--- config.mk ---
export PLATFORM = sky130hd
export DESIGN_NAME = retire_trace
export DESIGN_NICKNAME = d
export VERILOG_FILES = /design/src/rtl/retire_trace.sv
export SDC_FILE = /design/constraint.sdc
export NUM_CORES = 1
export LEC_CHECK = 0
export CORE_MARGIN = 2
export CORE_UTILIZATION = 50
export DETAILED_ROUTE_END_ITERATION = 10
export PLACE_DENSITY = 0.65
export SLEW_MARGIN = 10
export SYNTH_ARGS = -nofsm -noshare
export SYNTH_HDL_FRONTEND = slang
export SYNTH_SLANG_ARGS = --single-unit
--- constraint.sdc ---
create_clock -name rt_clk -period 9.5 [get_ports rt_clk]
set_input_delay 1.425 -clock rt_clk [delete_from_list [all_inputs] [get_ports rt_clk]]
set_output_delay 1.425 -clock rt_clk [all_outputs]
set_load 0.01 [all_outputs]
--- src/rtl/retire_trace.sv ---
// Retire trace buffer: captures write-back retire events into a FWFT FIFO,
// tags each with a sequence number, and counts events lost to a full buffer.
module retire_trace #(
  parameter int DWIDTH         = 32,
  parameter int AWIDTH         = 5,
  parameter int FUNCT_WIDTH    = 3,
  parameter int OPCODE_WIDTH   = 7,
  parameter int PC_WIDTH       = 32,
  parameter int DEPTH          = 16,
  parameter int SEQ_WIDTH      = 16,
  parameter int FREEZE_ON_FULL = 0
) (
  input  logic                      rt_clk,
  input  logic                      rt_rst,
  input  logic                      rt_i_ce,
  input  logic                      rt_i_stall,
  input  logic                      rt_i_flush,
  input  logic [OPCODE_WIDTH-1:0]   rt_i_opcode,
  input  logic [FUNCT_WIDTH-1:0]    rt_i_funct3,
  input  logic [AWIDTH-1:0]         rt_i_rd_addr,
  input  logic [DWIDTH-1:0]         rt_i_rd_data,
  input  logic [PC_WIDTH-1:0]       rt_i_next_pc,
  input  logic                      rt_i_arm,
  input  logic                      rt_i_disarm,
  input  logic                      rt_i_clear,
  input  logic                      rt_i_ready,
  output logic                      rt_o_valid,
  output logic [OPCODE_WIDTH-1:0]   rt_o_opcode,
  output logic [FUNCT_WIDTH-1:0]    rt_o_funct3,
  output logic [AWIDTH-1:0]         rt_o_rd_addr,
  output logic [DWIDTH-1:0]         rt_o_rd_data,
  output logic [PC_WIDTH-1:0]       rt_o_next_pc,
  output logic [SEQ_WIDTH-1:0]      rt_o_seq,
  output logic [$clog2(DEPTH):0]    rt_o_count,
  output logic [15:0]               rt_o_drop_cnt,
  output logic [1:0]                rt_o_state
);

  localparam int PW = $clog2(DEPTH);
  localparam int CW = PW + 1;

  typedef enum logic [1:0] {
    S_IDLE   = 2'b00,
    S_RUN    = 2'b01,
    S_FROZEN = 2'b10
  } state_t;

  state_t                  r_state, w_state_nxt;
  logic [PW-1:0]           r_wr_ptr, r_rd_ptr;
  logic [CW-1:0]           r_count;
  logic [SEQ_WIDTH-1:0]    r_seq;
  logic [15:0]             r_drop_cnt;

  logic [OPCODE_WIDTH-1:0] r_mem_opcode  [DEPTH];
  logic [FUNCT_WIDTH-1:0]  r_mem_funct3  [DEPTH];
  logic [AWIDTH-1:0]       r_mem_rd_addr [DEPTH];
  logic [DWIDTH-1:0]       r_mem_rd_data [DEPTH];
  logic [PC_WIDTH-1:0]     r_mem_next_pc [DEPTH];
  logic [SEQ_WIDTH-1:0]    r_mem_seq     [DEPTH];

  logic w_event, w_capture, w_full, w_pop, w_push, w_drop;

  // Clear overrides any push or pop issued in the same cycle.
  assign w_event   = rt_i_ce & ~rt_i_stall & ~rt_i_flush;
  assign w_capture = w_event & (r_state == S_RUN);
  assign w_full    = (r_count == CW'(DEPTH));
  assign w_pop     = rt_o_valid & rt_i_ready & ~rt_i_clear;
  assign w_push    = w_capture & (~w_full | w_pop) & ~rt_i_clear;
  assign w_drop    = w_capture & w_full & ~w_pop & ~rt_i_clear;

  always_comb begin
    w_state_nxt = r_state;
    case (r_state)
      S_IDLE: begin
        if (rt_i_disarm)   w_state_nxt = S_IDLE;
        else if (rt_i_arm) w_state_nxt = S_RUN;
        else               w_state_nxt = S_IDLE;
      end
      S_RUN: begin
        if (rt_i_disarm) w_state_nxt = S_IDLE;
        else if ((FREEZE_ON_FULL != 0) && w_push && !w_pop && (r_count == CW'(DEPTH - 1)))
          w_state_nxt = S_FROZEN;
        else w_state_nxt = S_RUN;
      end
      S_FROZEN: begin
        if (rt_i_disarm || rt_i_clear) w_state_nxt = S_IDLE;
        else                           w_state_nxt = S_FROZEN;
      end
      default: w_state_nxt = S_IDLE;
    endcase
  end

  always_ff @(posedge rt_clk or posedge rt_rst) begin
    if (rt_rst) begin
      r_state    <= S_IDLE;
      r_wr_ptr   <= '0;
      r_rd_ptr   <= '0;
      r_count    <= '0;
      r_seq      <= '0;
      r_drop_cnt <= 16'h0000;
    end else begin
      r_state <= w_state_nxt;
      if (rt_i_clear) begin
        r_wr_ptr   <= '0;
        r_rd_ptr   <= '0;
        r_count    <= '0;
        r_seq      <= '0;
        r_drop_cnt <= 16'h0000;
      end else begin
        if (w_push) r_wr_ptr <= r_wr_ptr + PW'(1);
        if (w_pop)  r_rd_ptr <= r_rd_ptr + PW'(1);
        case ({w_push, w_pop})
          2'b10:   r_count <= r_count + CW'(1);
          2'b01:   r_count <= r_count - CW'(1);
          default: r_count <= r_count;
        endcase
        if (w_capture) r_seq <= r_seq + SEQ_WIDTH'(1);
        if (w_drop && (r_drop_cnt != 16'hFFFF)) r_drop_cnt <= r_drop_cnt + 16'd1;
      end
    end
  end

  // Storage needs no reset: occupancy alone decides what is visible.
  always_ff @(posedge rt_clk) begin
    if (w_push) begin
      r_mem_opcode[r_wr_ptr]  <= rt_i_opcode;
      r_mem_funct3[r_wr_ptr]  <= rt_i_funct3;
      r_mem_rd_addr[r_wr_ptr] <= rt_i_rd_addr;
      r_mem_rd_data[r_wr_ptr] <= rt_i_rd_data;
      r_mem_next_pc[r_wr_ptr] <= rt_i_next_pc;
      r_mem_seq[r_wr_ptr]     <= r_seq;
    end
  end

  assign rt_o_valid    = (r_count != '0);
  assign rt_o_opcode   = rt_o_valid ? r_mem_opcode[r_rd_ptr]  : '0;
  assign rt_o_funct3   = rt_o_valid ? r_mem_funct3[r_rd_ptr]  : '0;
  assign rt_o_rd_addr  = rt_o_valid ? r_mem_rd_addr[r_rd_ptr] : '0;
  assign rt_o_rd_data  = rt_o_valid ? r_mem_rd_data[r_rd_ptr] : '0;
  assign rt_o_next_pc  = rt_o_valid ? r_mem_next_pc[r_rd_ptr] : '0;
  assign rt_o_seq      = rt_o_valid ? r_mem_seq[r_rd_ptr]     : '0;
  assign rt_o_count    = r_count;
  assign rt_o_drop_cnt = r_drop_cnt;
  assign rt_o_state    = r_state;

endmodule

==> flow_metrics.py <==
metrics = {
    "run_status": {
        "outcome": "finished, final reports clean",
    },
    "die": {
        "initial_core_util_pct": 50.3,
        "core_area_sq_um": 119000,
        "io_pins": 207,
        "die_w_um": 351,
        "dieArea_sq_um": 123000,
        "num_rows": 127,
        "die_h_um": 351,
    },
    "synthesis": {
        "synth_seq_area_share_pct": 77.9,
        "ys.warnings.count": 0,
        "synth.avg_cell_area_sq_um": 24.0,
        "syn-num-nets": 2597,
        "synth_seq_cells": 1567,
        "yosysUniqueCellTypes": 40,
        "syn-cell-area_sq_um": 60100,
        "synth_cells": 2500,
    },
    "setup_path": {
        "path_max_fanout": 53,
        "cp.arrival_ns": 4.75,
        "endpoint_kind": "output port",
        "startpoint": "r_rd_ptr[0]$_DFFE_PP0P_",
        "crit_required_ns": 8.08,
        "worst_setup_path_start_kind": "flip-flop",
        "timing.rr.start": "rt_o_state[1]$_DFF_PP0_",
        "worstSetupEndpoint": "rt_o_seq[14]",
        "r2r_end": "r_mem_rd_data[0][5]$_DFFE_PP_",
        "worst-r2r-setup-slack_ns": 4.79,
        "r2r_cells": 7,
        "path_class": "flip-flop to output port",
    },
    "timing": {
        "min_period_over_period_pct": 64.9,
        "rsz0062_at_grt": "no",
        "finalMaxSlewViolations": 0,
        "worst_slew_pin_slew_ns": 1.17,
        "hold_viol": 0,
        "clock_skew_ns": 0.0247,
        "slew_headroom_pct": 21.9,
        "period_needed_ns": 6.17,
        "setup_viol": 0,
        "fmax_mhz": 162,
        "hold_ws_ns": 0.486,
    },
    "grt": {
        "grt_pass1_vias": 28500,
        "grt_pass1_wl_mm": 190,
        "grt_max_degree": 138,
        "grt-ovfl-total": 0,
        "antenna_found_initial": 9,
        "grtUsageTotal_pct": 21.2,
    },
    "cts": {
        "clockBufferDepth": 3,
        "cts.sinks": 1567,
        "post_cts_buffers": 0,
        "ctsResizeCount": 0,
        "clkLatencyLatePin_ns": 0.76,
        "htreeDepth": 4,
        "clk_pin_slew_ns": 0.06,
        "cts_tree": "built",
        "root_buffer": "clkbuf_16",
        "numCtsBuffers": 159,
        "hold_buffers": 0,
    },
    "placement": {
        "port_buffers": 206,
        "postPlaceCellArea_sq_um": 64200,
        "gp_congestion": 0.742,
        "dp.final_hpwl_mm": 64.2,
    },
    "layout": {
        "finish.instance_area_sq_um": 69100,
        "syn_to_final_growth_pct": 15.0,
        "fillCellCount": 8453,
        "nets": 2873,
        "drive_gt1_share_pct": 26.0,
    },
    "power_and_ir_drop": {
        "p_leak_nw": 20.9,
        "fin_total_pwr_mw": 15.9,
        "swShare_pct": 23.2,
        "ir_drop_v": 0.000235,
        "cell_internal_pwr_mw": 12.2,
        "p_per_area_nw_per_um2": 230,
        "p_switching_mw": 3.67,
        "comb_power_share_pct": 14.8,
        "seqPwrFrac_pct": 48.1,
        "clkPwrFrac_pct": 37.1,
    },
    "min_path": {
        "min_path_type": "flip-flop to flip-flop",
    },
    "routing": {
        "routed_wirelength_mm": 128,
        "num_vias": 27000,
        "vias_per_cell": 5.98,
        "ant_nets": 0,
        "first_pass_iters": 5,
        "routedWlPerCell_um": 28.5,
        "drc": 0,
        "drt_iter0_markers": 2548,
    },
    "flow_run": {
        "max_cap_violations": 0,
    },
}
==> power by group through the flow <==
stage          combinational, mW  sequential [mW]  clock, mW
2_1_floorplan               1.50             7.73          0
3_3_place_gp                2.39             7.79          0
3_5_place_dp                2.41             7.79          0
4_1_cts                     2.42             7.64       6.01
5_1_grt                     2.52             7.64       6.27
6_report                    2.34             7.64       5.89
==> worst min path at each step <==
stage | startpoint | to | slack (ns) | cells after the start
floorplan | rt_o_state[0]$_DFF_PP0_ | rt_o_state[1]$_DFF_PP0_ | 0.50 | 1
global placement | rt_o_state[0]$_DFF_PP0_ | rt_o_state[1]$_DFF_PP0_ | 0.48 | 1
detailed placement | rt_o_state[0]$_DFF_PP0_ | rt_o_state[1]$_DFF_PP0_ | 0.48 | 1
CTS | rt_o_state[0]$_DFF_PP0_ | rt_o_state[1]$_DFF_PP0_ | 0.48 | 1
global route | rt_o_state[0]$_DFF_PP0_ | rt_o_state[1]$_DFF_PP0_ | 0.49 | 1
finish | rt_o_state[0]$_DFF_PP0_ | rt_o_state[1]$_DFF_PP0_ | 0.49 | 1
==> critical path: stages, from the launching register on <==
cell and delay (ns):
dfrtp_4 1.12, buf_4 0.94, mux4_2 0.60, mux4_2 0.47
and2_1 0.23, clkdlybuf4s50_1 0.52
==> area by class of cell <==
type / instances / area (sq um) / share of cell area (%)
tap: 1612 / 2020 / 2.92
sequential: 1567 / 46800 / 67.8
antenna: 2 / 5.00 / 0.00725
inverter: 8 / 30.0 / 0.0435
clock buffer: 196 / 4180 / 6.05
timing repair buffer: 247 / 2460 / 3.57
clock inverter: 85 / 718 / 1.04
multi-input combinational: 793 / 12800 / 18.6
==> per-stage QoR <==
step	setup slack, ns	setup TNS (ns)	cells	util (%)
2_1_floorplan	-0.133	-50.44	2500	-
3_3_place_gp	3.21	0	4227	53.7
3_5_place_dp	3.16	0	4227	53.7
4_1_cts	3.15	0	4508	57.8
5_1_grt	3.01	0	4509	57.8
6_report	3.33	0	4510	57.8
==> routing by layer <==
metal	track usage (%)	wire [um]	vias up
li1	-	-	11200
met1	30.6	54100	14700
met2	34.4	64500	890
met3	3.49	7620	177
met4	5.01	2070	10
met5	0	60	-
==> cell usage after synthesis (all sizes together) <==
master  count  area share, %
a31o        1          0.015
xnor2      11           0.16
ha          9           0.19
dfrtp      47            2.0
nor4b       2          0.029
nor2b       3          0.031
mux4      475             18
nand2b      4          0.042
a311oi      1          0.015
o31ai       5          0.062
mux2i       9           0.15
a21oi      20           0.17
inv         8          0.050
nand3      11           0.10
mux2        1          0.019
o22ai       1          0.010
nand4       8          0.083
nand2      23           0.14
o21a        1          0.013
and2      100            1.0
and3        3          0.031
clkbuf     88           0.55
a221oi      1          0.015
or3        12           0.12
buf        44           0.34
nor3b       1          0.021
nor4        6          0.087
nor3        6          0.050
a211oi      1          0.013
nor2       43           0.27
o21ai      10          0.083
or4         5          0.062
edfxtp   1520             76
and4        7           0.10
xor2       13           0.19
==> state kept, by name (all words and copies together), names as in the netlist <==
name,flops
rt_o_drop_cnt,16
r_mem_seq,256
r_mem_rd_data,512
r_rd_ptr,4
rt_o_count,5
r_wr_ptr,4
r_mem_rd_addr,80
r_seq,16
r_mem_funct3,48
r_mem_opcode,112
r_mem_next_pc,512
rt_o_state,2
==> placed cells by master, fill, tap and decap left out, types with 5 or more instances in the layout <==
| cell type | Yosys | layout |
|---|---|---|
| a21oi_1 | 20 | 20 |
| and2_1 | 99 | 99 |
| and4_1 | 7 | 7 |
| buf_12 | 0 | 8 |
| buf_4 | 1 | 33 |
| bufinv_16 | 0 | 9 |
| clkbuf_1 | 88 | 34 |
| clkbuf_16 | 0 | 162 |
| clkdlybuf4s50_1 | 0 | 205 |
| clkinv_1 | 0 | 37 |
| clkinv_2 | 0 | 24 |
| dfrtp_1 | 47 | 43 |
| edfxtp_1 | 1520 | 1520 |
| ha_1 | 9 | 9 |
| inv_1 | 8 | 7 |
| inv_6 | 0 | 5 |
| mux2i_1 | 9 | 9 |
| mux4_2 | 475 | 475 |
| nand2_1 | 23 | 22 |
| nand3_1 | 10 | 10 |
| nand4_1 | 8 | 8 |
| nor2_1 | 43 | 31 |
| nor2_4 | 0 | 12 |
| nor4_1 | 5 | 5 |
| o21ai_0 | 10 | 10 |
| o31ai_1 | 5 | 5 |
| or3_1 | 12 | 12 |
| or4_1 | 5 | 5 |
| xnor2_1 | 11 | 11 |
| xor2_1 | 13 | 13 |
==> cell families (layout without fill, tap and decap cells) <==
group / count (synthesis) / in the layout / synth area share [%]
muxes: 485 / 485 / 18.0
xor gates and xnor gates: 24 / 24 / 0.350
buffers and inverters: 140 / 536 / 0.943
adders and majority gates: 9 / 9 / 0.187
DFF: 1567 / 1567 / 77.9
and+or+nand+nor: 234 / 234 / 2.22
other: 0 / 2 / 0
AOI/OAI and AO/OA: 41 / 41 / 0.392
Power figures use the tool's default switching activity.
